## config.mk

```make
export PLATFORM = sky130hd
export DESIGN_NAME = target_box_detector
export DESIGN_NICKNAME = d
export VERILOG_FILES = /design/src/rtl/tbd_pkg.sv /design/src/rtl/run_extractor.sv /design/src/rtl/target_box_detector.sv
export SDC_FILE = /design/constraint.sdc
export NUM_CORES = 2
export LEC_CHECK = 0
export CAP_MARGIN = 25
export CORE_MARGIN = 2
export CORE_UTILIZATION = 35
export CTS_CLUSTER_SIZE = 28
export DETAILED_ROUTE_END_ITERATION = 6
export DONT_BUFFER_PORTS = 1
export SYNTH_ARGS = -nofsm -noshare
export SYNTH_HDL_FRONTEND = slang
export SYNTH_SLANG_ARGS = --single-unit
```

## constraint.sdc

```tcl
create_clock -name sys_clk -period 5.6 [get_ports sys_clk]
set_clock_uncertainty 0.15 [all_clocks]
set_input_delay 0 -clock sys_clk [delete_from_list [all_inputs] [get_ports sys_clk]]
set_output_delay 0 -clock sys_clk [all_outputs]
set_load 0.1 [all_outputs]
```

## src/rtl/tbd_pkg.sv

```systemverilog
// Shared types for the target box detector: coordinate width and the box slot record.
package tbd_pkg;
  localparam int COORD_W = 10;

  typedef logic [COORD_W-1:0] coord_t;
  typedef logic [COORD_W:0]   coord_ext_t;

  typedef struct packed {
    logic   valid;
    coord_t xmin;
    coord_t xmax;
    coord_t ymin;
    coord_t ymax;
  } box_t;

  // Zero-extend so +GAP / +1 comparisons cannot wrap.
  function automatic coord_ext_t ext(input coord_t c);
    return {1'b0, c};
  endfunction
endpackage

```

## src/rtl/run_extractor.sv

```systemverilog
// Frame/line edge detection, pixel coordinates and horizontal foreground run capture.
module run_extractor
  import tbd_pkg::*;
#(
  parameter coord_t IMG_HDISP = 10'd640,
  parameter coord_t IMG_VDISP = 10'd480
) (
  input  logic   clk,
  input  logic   rst_n,
  input  logic   vsync,
  input  logic   href,
  input  logic   clken,
  input  logic   pix_bit,
  output logic   frame_start,
  output logic   frame_end,
  output logic   run_vld,
  output coord_t run_start,
  output coord_t run_end,
  output coord_t run_y
);
  localparam coord_t ONE   = coord_t'(1);
  localparam coord_t X_MAX = IMG_HDISP - ONE;
  localparam coord_t Y_MAX = IMG_VDISP - ONE;

  logic   vsync_d, href_d, frame_act, run_open;
  coord_t x, y, open_start, open_end;
  logic   vsync_rise, vsync_fall, href_fall, pix, close_pix, close_line, close;

  assign vsync_rise = vsync && !vsync_d;
  assign vsync_fall = !vsync && vsync_d;
  assign href_fall  = !href && href_d;
  assign pix        = frame_act && vsync && href && clken;
  assign close_pix  = pix && !pix_bit && run_open;
  // A run still open at line end or frame end is closed at the last foreground x.
  assign close_line = frame_act && run_open && (href_fall || vsync_fall);
  assign close      = close_pix || close_line;

  always_ff @(posedge clk or negedge rst_n) begin
    if (!rst_n) begin
      vsync_d     <= 1'b1;
      href_d      <= 1'b0;
      frame_act   <= 1'b0;
      run_open    <= 1'b0;
      x           <= '0;
      y           <= '0;
      open_start  <= '0;
      open_end    <= '0;
      frame_start <= 1'b0;
      frame_end   <= 1'b0;
      run_vld     <= 1'b0;
      run_start   <= '0;
      run_end     <= '0;
      run_y       <= '0;
    end else begin
      vsync_d     <= vsync;
      href_d      <= href;
      frame_start <= vsync_rise;
      frame_end   <= vsync_fall && frame_act;
      run_vld     <= close;

      if (vsync_rise)      frame_act <= 1'b1;
      else if (vsync_fall) frame_act <= 1'b0;

      if (href_fall)                         x <= '0;
      else if (href && clken && x != X_MAX)  x <= x + ONE;

      if (vsync_rise)                     y <= '0;
      else if (href_fall && y != Y_MAX)   y <= y + ONE;

      if (close) begin
        run_start <= open_start;
        run_end   <= open_end;
        run_y     <= y;
      end

      if (vsync_rise || close) begin
        run_open <= 1'b0;
      end else if (pix && pix_bit) begin
        if (!run_open) begin
          run_open   <= 1'b1;
          open_start <= x;
        end
        open_end <= x;
      end
    end
  end
endmodule

```

## src/rtl/target_box_detector.sv

```systemverilog
// Merges foreground runs into up to MAX_TARGET bounding boxes and publishes them at frame end.
module target_box_detector
  import tbd_pkg::*;
#(
  parameter logic [9:0] IMG_HDISP  = 10'd640,
  parameter logic [9:0] IMG_VDISP  = 10'd480,
  parameter int         MAX_TARGET = 8,
  parameter int         GAP        = 2
) (
  input  logic                          sys_clk,
  input  logic                          sys_rst_n,
  input  logic                          per_frame_vsync,
  input  logic                          per_frame_href,
  input  logic                          per_frame_clken,
  input  logic                          per_img_Bit,
  output logic [MAX_TARGET*COORD_W-1:0] box_xmin,
  output logic [MAX_TARGET*COORD_W-1:0] box_xmax,
  output logic [MAX_TARGET*COORD_W-1:0] box_ymin,
  output logic [MAX_TARGET*COORD_W-1:0] box_ymax,
  output logic [MAX_TARGET-1:0]         box_mask,
  output logic                          box_overflow,
  output logic                          frame_done
);
  localparam coord_ext_t GAP_W = GAP[COORD_W:0];
  localparam coord_ext_t ONE_W = coord_ext_t'(1);

  logic   frame_start, frame_end, run_vld;
  coord_t run_start, run_end, run_y;

  run_extractor #(
    .IMG_HDISP (IMG_HDISP),
    .IMG_VDISP (IMG_VDISP)
  ) u_run (
    .clk         (sys_clk),
    .rst_n       (sys_rst_n),
    .vsync       (per_frame_vsync),
    .href        (per_frame_href),
    .clken       (per_frame_clken),
    .pix_bit     (per_img_Bit),
    .frame_start (frame_start),
    .frame_end   (frame_end),
    .run_vld     (run_vld),
    .run_start   (run_start),
    .run_end     (run_end),
    .run_y       (run_y)
  );

  box_t [MAX_TARGET-1:0] slots, slots_nxt;
  logic [MAX_TARGET-1:0] match, hit_sel, free_sel;
  logic                  hit_found, free_found, ovf, ovf_nxt;

  for (genvar i = 0; i < MAX_TARGET; i++) begin : g_match
    assign match[i] = slots[i].valid
                   && (ext(run_start) <= ext(slots[i].xmax) + GAP_W)
                   && (ext(run_end) + GAP_W >= ext(slots[i].xmin))
                   && (ext(run_y) <= ext(slots[i].ymax) + ONE_W);
  end

  // Priority select: lowest matching slot and lowest free slot.
  always_comb begin
    hit_sel    = '0;
    free_sel   = '0;
    hit_found  = 1'b0;
    free_found = 1'b0;
    for (int i = 0; i < MAX_TARGET; i++) begin
      hit_sel[i]  = match[i] && !hit_found;
      hit_found   = hit_found || match[i];
      free_sel[i] = !slots[i].valid && !free_found;
      free_found  = free_found || !slots[i].valid;
    end
  end

  // Only the lowest match absorbs the run; other overlapping boxes stay separate.
  always_comb begin
    slots_nxt = slots;
    ovf_nxt   = ovf;
    if (run_vld) begin
      for (int i = 0; i < MAX_TARGET; i++) begin
        if (hit_found) begin
          if (hit_sel[i]) begin
            if (run_start < slots[i].xmin) slots_nxt[i].xmin = run_start;
            if (run_end > slots[i].xmax)   slots_nxt[i].xmax = run_end;
            slots_nxt[i].ymax = run_y;
          end
        end else if (free_sel[i]) begin
          slots_nxt[i] = '{valid: 1'b1, xmin: run_start, xmax: run_end,
                           ymin: run_y, ymax: run_y};
        end
      end
      if (!hit_found && !free_found) ovf_nxt = 1'b1;
    end
  end

  // At frame end the run committed this cycle is forwarded straight into the published boxes.
  always_ff @(posedge sys_clk or negedge sys_rst_n) begin
    if (!sys_rst_n) begin
      slots        <= '0;
      ovf          <= 1'b0;
      box_xmin     <= '0;
      box_xmax     <= '0;
      box_ymin     <= '0;
      box_ymax     <= '0;
      box_mask     <= '0;
      box_overflow <= 1'b0;
      frame_done   <= 1'b0;
    end else begin
      frame_done <= frame_end;
      if (frame_end) begin
        for (int i = 0; i < MAX_TARGET; i++) begin
          box_xmin[i*COORD_W +: COORD_W] <= slots_nxt[i].xmin;
          box_xmax[i*COORD_W +: COORD_W] <= slots_nxt[i].xmax;
          box_ymin[i*COORD_W +: COORD_W] <= slots_nxt[i].ymin;
          box_ymax[i*COORD_W +: COORD_W] <= slots_nxt[i].ymax;
          box_mask[i]                    <= slots_nxt[i].valid;
        end
        box_overflow <= ovf_nxt;
      end
      if (frame_end || frame_start) begin
        slots <= '0;
        ovf   <= 1'b0;
      end else begin
        slots <= slots_nxt;
        ovf   <= ovf_nxt;
      end
    end
  end
endmodule

```

-- Word level (Yosys, flattened, before mapping)
Index checks and enable logic that the tools add are counted.
W data, S select, Z words.
- $add $sub $neg: 19
- $lt $le $gt $ge: 40
- equality and inequality tests: 2
- muxes and demuxes: 85
- bitwise logic cells: 2
- reductions and logical operators: 105
- operators with widths (cell ; number):
    $mux W328 ; 2
    $mux W10 ; 44
    $mux W20 ; 16
    $mux W41 ; 7
    $le A10 B11 Y1 ; 16
    $add A10 B2 Y11 const B ; 9
    $add A10 B1 Y11 const B ; 8
    $ge A11 B10 Y1 ; 8
    $gt A10 B10 Y1 ; 8
    $lt A10 B10 Y1 ; 8
    $logic_and A1 B1 Y1 ; 54
    $mux W40 ; 1
    $logic_not A1 Y1 ; 27
    $add A10 B1 Y10 const B ; 2
    $logic_or A1 B1 Y1 ; 18
    $mux W1 ; 15
    $ne A10 B10 Y1 const B ; 1
    $ne A10 B9 Y1 const B ; 1
    $reduce_bool A2 Y1 ; 4
    $reduce_and A3 Y1 ; 1
    $not A1 Y1 ; 2
    $reduce_and A2 Y1 ; 1
- register bits after elaboration: 736
- input port bits: 6
- output and inout bits: 330
- logic and storage cells: 315

-- Longest topological paths before layout
- word-level depth: 17
- depth in mapped cells: 19

-- By module
A second synthesis with hierarchy kept.
- cell total of the unflattened synthesis: 3923
- area, all modules: 39570.5 um^2
- by module, submodules not included (module ; times used ; cells each ; area an instance (um^2) ; seq. area each (um^2)):
    target_box_detector ; 1 ; 3689 ; 36346.1 ; 16490.8
    run_extractor ; 1 ; 234 ; 3224.3 ; 1928.1

-- Worst setup path before layout
No wires, ideal clock.
- kind: reg-to-reg
- start: reg u_run.run_end[3]
- end: reg box_ymin[40]
- setup time: 137 ps
- arrival: 4117 ps
- path slack: 1196 ps
- cell stages (with the launch flop): 16
- buffers on the path: 3
- clock period less this slack: 4404 ps
- path through: dfrtp_1 -> clkbuf_1 -> nand3_1 -> xnor2_1 -> ha_1 -> a211oi_1 -> o21bai_1 -> a21o_1 -> a2111oi_1 -> nor4b_2 -> or4_1 -> or3_1 -> clkbuf_1 -> buf_6 -> mux2i_1 -> a21oi_1
- longest elaborated chain between the ends: 13
- elaborated cells on any way between the ends: 34
- RTL lines (what ; line ; source):
    start: declaration ; run_extractor.sv:18 ; output coord_t run_end,
    start signal: assignment ; run_extractor.sv:72 ; run_end <= open_end;
    $add A10 B2 Y11 * ; target_box_detector.sv:55 ; && (ext(run_end) + GAP_W >= ext(slots[i].xmin))
    $ge A11 B10 Y1 ; target_box_detector.sv:55 ;
    $logic_and A1 B1 Y1 ; target_box_detector.sv:55 ;
    $logic_and A1 B1 Y1 ; target_box_detector.sv:56 ; && (ext(run_y) <= ext(slots[i].ymax) + ONE_W);
    $logic_or A1 B1 Y1 (6 in series) ; target_box_detector.sv:67 ; hit_found = hit_found || match[i];
    $logic_or A1 B1 Y1 * ; target_box_detector.sv:67 ;
    $mux W10 * ; target_box_detector.sv:79 ; if (hit_found) begin
    $mux W328 * ; target_box_detector.sv:77 ; if (run_vld) begin
    end signal: indexed assignment ; target_box_detector.sv:112 ; box_ymin[i*COORD_W +: COORD_W] <= slots_nxt[i].ymin;
    end: declaration ; target_box_detector.sv:18 ; output logic [MAX_TARGET*COORD_W-1:0] box_ymin,
Every way passes the cells marked *; elsewhere a longest branch is shown, timed or not.
A chain may end at the register's enable or synchronous reset.

-- Worst setup path after layout
- start: reg u_run.run_end[3]
- end: reg box_xmin[33]
- longest elaborated chain between the ends: 13
- elaborated cells on any way between the ends: 37
- RTL lines (what ; line ; source):
    $add A10 B2 Y11 * ; target_box_detector.sv:55 ;
    $ge A11 B10 Y1 ; target_box_detector.sv:55 ;
    $logic_and A1 B1 Y1 ; target_box_detector.sv:55 ;
    $logic_and A1 B1 Y1 ; target_box_detector.sv:56 ;
    $logic_or A1 B1 Y1 (7 in series) ; target_box_detector.sv:67 ;
    $mux W20 * ; target_box_detector.sv:79 ;
    $mux W328 * ; target_box_detector.sv:77 ;
    end signal: indexed assignment ; target_box_detector.sv:110 ; box_xmin[i*COORD_W +: COORD_W] <= slots_nxt[i].xmin;
    end: declaration ; target_box_detector.sv:16 ; output logic [MAX_TARGET*COORD_W-1:0] box_xmin,
Marked as above.

==> metrics.md <==
| Metric | Value |
|---|---|
| CTS sink count | `between 700 and 800` |
| Simple-gate share of the synthesized area | `0.157` |
| Synth Area in Compound Gates | `0.138` |
| Hold_buf cts | `6` |
| Violated checks | `negative hold slack, max-slew violations` |
| Setup CP Type | `flip-flop to flip-flop` |
| Met2 Use GR | `0.340` |
| Overall routing resource usage | `0.221` |
| R2R setup slack | `between 0.3 and 0.4 ns` |
| Fin crit period | `~5.2 ns` |
| Clk pin slew, worst setup/hold paths | `approximately 0.060 ns` |
| Routed vias | `between 30,000 and 40,000` |
| Hold WS | `-1.06 ns` |
| Maximum root-to-sink buffer count | `3` |
| Register area share after synthesis | `0.446` |
| Grt ovf | `0` |
| PortBufs | `0` |
| R2R Path End | `box_xmin[33]$_DFFE_PN0P_` |
| Post-Synth XOR/XNOR Area | `0.0306` |
| Pins Over Slew Limit | `approximately 530` |
| Yosys cell types | `84` |
| Die ar. | `121,000 µm²` |
| Vias in the first global route | `about 31,000` |
| H-tree Lvls | `3` |
| Fin crit share | `0.933` |
| Max Freq | `between 0.15 and 0.2 GHz` |
| YS warnings | `0` |
| Mean number of vias per cell | `about 5.5` |
| Most used DFF post-synth | `dfrtp_1` |
| Mapped Nets | `4,669` |
| NumNets Final | `~4,700` |
| Mapped Cells | `approximately 4,300` |
| Die Span Y | `347 µm` |
| Initial antenna violation count | `5` |
| Commonest non-fill, non-tap cells in the layout | `dfrtp_1, nor2_1, ha_1` |
| Antenna-violating nets left | `0` |
| Largest net degree at the start of global routing | `737` |
| Initial Util | `0.354` |
| First-pass GRT wire length | `204,000 µm` |
| Synthesized-area fraction occupied by adder cells | `0.125` |
| Status | `complete, but fails checks` |
| DR WL/cell | `23.2 µm` |
| Antenna diode count | `0` |
| Commonest non-fill, non-tap cell in the layout | `dfrtp_1` |
| Worst-path maximum fanout | `60` |
| Post-synth EDFFs | `0` |
| Post-route DRC | `0` |
| Unrepaired setup endpoints after global routing | `false` |
| Setup Buffers After CTS | `0` |
| Share of layout cells above drive strength 1 | `0.0901` |
| Final-report hold violation count | `between 700 and 800` |
| Drt first pass iters | `5` |
| Reg2reg start | `u_run.run_end[3]$_DFFE_PN0P_` |
| Final setup TNS | `0 ns` |
| Worst hold path class | `input port to asynchronous set/reset pin` |
| Dpl cells | `~5,700` |
| Num CTS Buffers | `between 80 and 90` |
| Met3 Use GR | `0.0616` |
| Max Cap Violations | `0` |
| Main combinational cell family by area after synthesis | `simple AND/OR/NAND/NOR gates` |
| Worst Reg-to-Reg Cells | `17` |
| DP Wirelength | `between 90,000 and 100,000 µm` |
| Data required time at the worst endpoint | `6.02 ns` |
| Final Setup Violations | `0` |
| CTS tree | `yes` |
| Clock Tree Root | `clkbuf_16` |
| Syn Area/Cell | `9.71 µm²` |
| IO Pins | `336` |
| Pleak | `21.3 nW` |
| Clk Latency, worst-skew pair | `a little under 0.7 ns` |
| Core Area | `117,000 µm²` |
| Detailed Route WL | `135,000 µm` |
| Die width | `~350 µm` |
| Mux contribution to synthesized area | `0.0613` |
| Site Rows | `125` |
| Max-Slew Margin vs Limit | `-1.03` |
| Met1 GRT Util | `0.304` |
| Mapped cell area | `41,300 µm²` |
| Routability cong. | `0.905` |
| Non-Filler Instances | `5,828` |
| Arrival time at the worst endpoint | `roughly 5.6 ns` |
| Most Used Layer, Global Route | `met2` |
| Synth async-reset ratio | `1.00` |
| Area growth from synthesis to layout | `12.7%` |
| Worst-margin pin slew | `3.04 ns` |
| Max VDD drop | `about 0.34 mV` |
| Critical Path Sink Type | `flip-flop` |
| Yosys reg bits | `between 700 and 800` |
| CP Launch Type | `flip-flop` |
| Drt first-iter violations | `2,739` |
| Power Dens Cells | `424 nW/µm²` |
## power breakdown
part | leakage [nW] | internal, mW | switching (mW)
Sequential | 9.65 | 5.93 | 6.13
Combinational | 10.2 | 0.671 | 1.07
Clock | 1.47 | 3.49 | 2.43
## stage by stage
step | total power [mW] | setup slack (ns) | cell area [µm²] | hold slack (ns) | utilization
finish | 19.7 | 0.375 | 46500 | -1.06 | 0.399
global route | 20.4 | 0.0615 | 46500 | -1.09 | 0.399
CTS | 19.9 | 0.0512 | 46400 | -1.11 | 0.398
detailed placement | 13.9 | 0.107 | 43300 | -0.386 | 0.372
global placement | 13.8 | 0.193 | 43200 | -0.389 | 0.371
floorplan | 12.9 | 1.20 | 41300 | -0.446 | -
## synth_stat cells (9+ instances only)
cell       count  area share
xnor2_1       97       0.021
o21ai_0      169       0.020
a21o_1        57       0.010
ha_1         413        0.13
nand4b_1      26      0.0055
xor2_1        47       0.010
a32oi_1       21      0.0045
o211ai_1      19      0.0035
nor2_1       535       0.049
a211o_1       17      0.0036
nand3_1      188       0.023
a2111oi_0     10      0.0021
nand2b_1      16      0.0024
nand4_1       65      0.0099
a22o_1        11      0.0023
o21a_1        14      0.0025
a21oi_1      381       0.046
clkbuf_1     199       0.018
or3_1         47      0.0071
a211oi_1      21      0.0038
mux2i_1      200       0.049
a31oi_1      135       0.020
dfrtp_1      735        0.45
and3_1        36      0.0055
buf_1          9     0.00082
nand2_1      204       0.019
and4_1        14      0.0030
nor3_1        46      0.0056
inv_1        196       0.018
nor2b_1       26      0.0039
buf_2         22      0.0027
or3b_2        30      0.0064
a22oi_1       12      0.0022
mux2_2        47       0.013
nor4_1        23      0.0035
and2_1        41      0.0062
## layer usage
metal | wire length, µm | up-vias | part of all wire
met5 | 0 | - | 0
met3 | 11200 | 171 | 0.083
li1 | - | 15214 | -
met2 | 60000 | 930 | 0.44
met4 | 3260 | 0 | 0.024
met1 | 60600 | 15881 | 0.45
## timing repair
action,4_1_cts,5_1_grt
endpoints found under the setup margin,0,212
hold endpoints to repair,775,736
resized for setup,0,3
## flip-flops by register name, summed over array words and instances, names as in the netlist
name	flops
slots	328
box_xmax	80
box_xmin	80
box_ymax	80
box_ymin	80
u_run.open_end	10
u_run.open_start	10
u_run.run_end	10
u_run.run_start	10
u_run.run_y	10
u_run.x	10
u_run.y	10
box_mask	8
box_overflow	1
frame_done	1
ovf	1
u_run.frame_act	1
u_run.frame_end	1
u_run.frame_start	1
u_run.href_d	1
u_run.run_open	1
u_run.run_vld	1
u_run.vsync_d	1
## cell type report
class | instances | area [µm²]
Fill cell | 11369 | 70000
Sequential cell | 736 | 18400
Clock buffer | 125 | 2560
Clock inverter | 33 | 453
Multi-Input combinational cell | 3077 | 21200
Inverter | 196 | 736
Timing Repair Buffer | 137 | 1210
Tap cell | 1524 | 1910
## worst max-delay path, cell delays in order (launching register included)
cell	delay, ns
dfrtp_1	0.34
buf_4	0.42
nand3_1	0.16
xnor2_1	0.17
buf_4	0.22
ha_1	0.26
a21o_1	0.18
a21oi_1	0.15
o211ai_1	0.11
a311oi_1	0.50
buf_4	0.20
nor3_1	0.06
or3_1	0.68
buf_4	0.31
nor3_4	0.19
buf_4	0.51
o21ai_0	0.24
a31oi_1	0.21
## cell families after synthesis
logic type | Yosys count
compound gates | 940
mux | 247
buf+inv | 437
xor+xnor | 144
simple gates | 1333
fa+ha+maj | 413
flops | 736
## how the worst max path moves through the flow
stage                            startpoint                       end  cells after the start
4_1_cts        u_run.run_end[1]$_DFFE_PN0P_  box_xmin[73]$_DFFE_PN0P_                     15
5_1_grt        u_run.run_end[3]$_DFFE_PN0P_  box_xmin[35]$_DFFE_PN0P_                     17
3_3_place_gp   u_run.run_end[4]$_DFFE_PN0P_  box_xmin[73]$_DFFE_PN0P_                     15
6_report       u_run.run_end[3]$_DFFE_PN0P_  box_xmin[33]$_DFFE_PN0P_                     17
2_1_floorplan  u_run.run_end[3]$_DFFE_PN0P_  box_ymin[40]$_DFFE_PN0P_                     15
3_5_place_dp   u_run.run_end[2]$_DFFE_PN0P_  box_xmin[73]$_DFFE_PN0P_                     15
(Power assumes the default switching activity.)
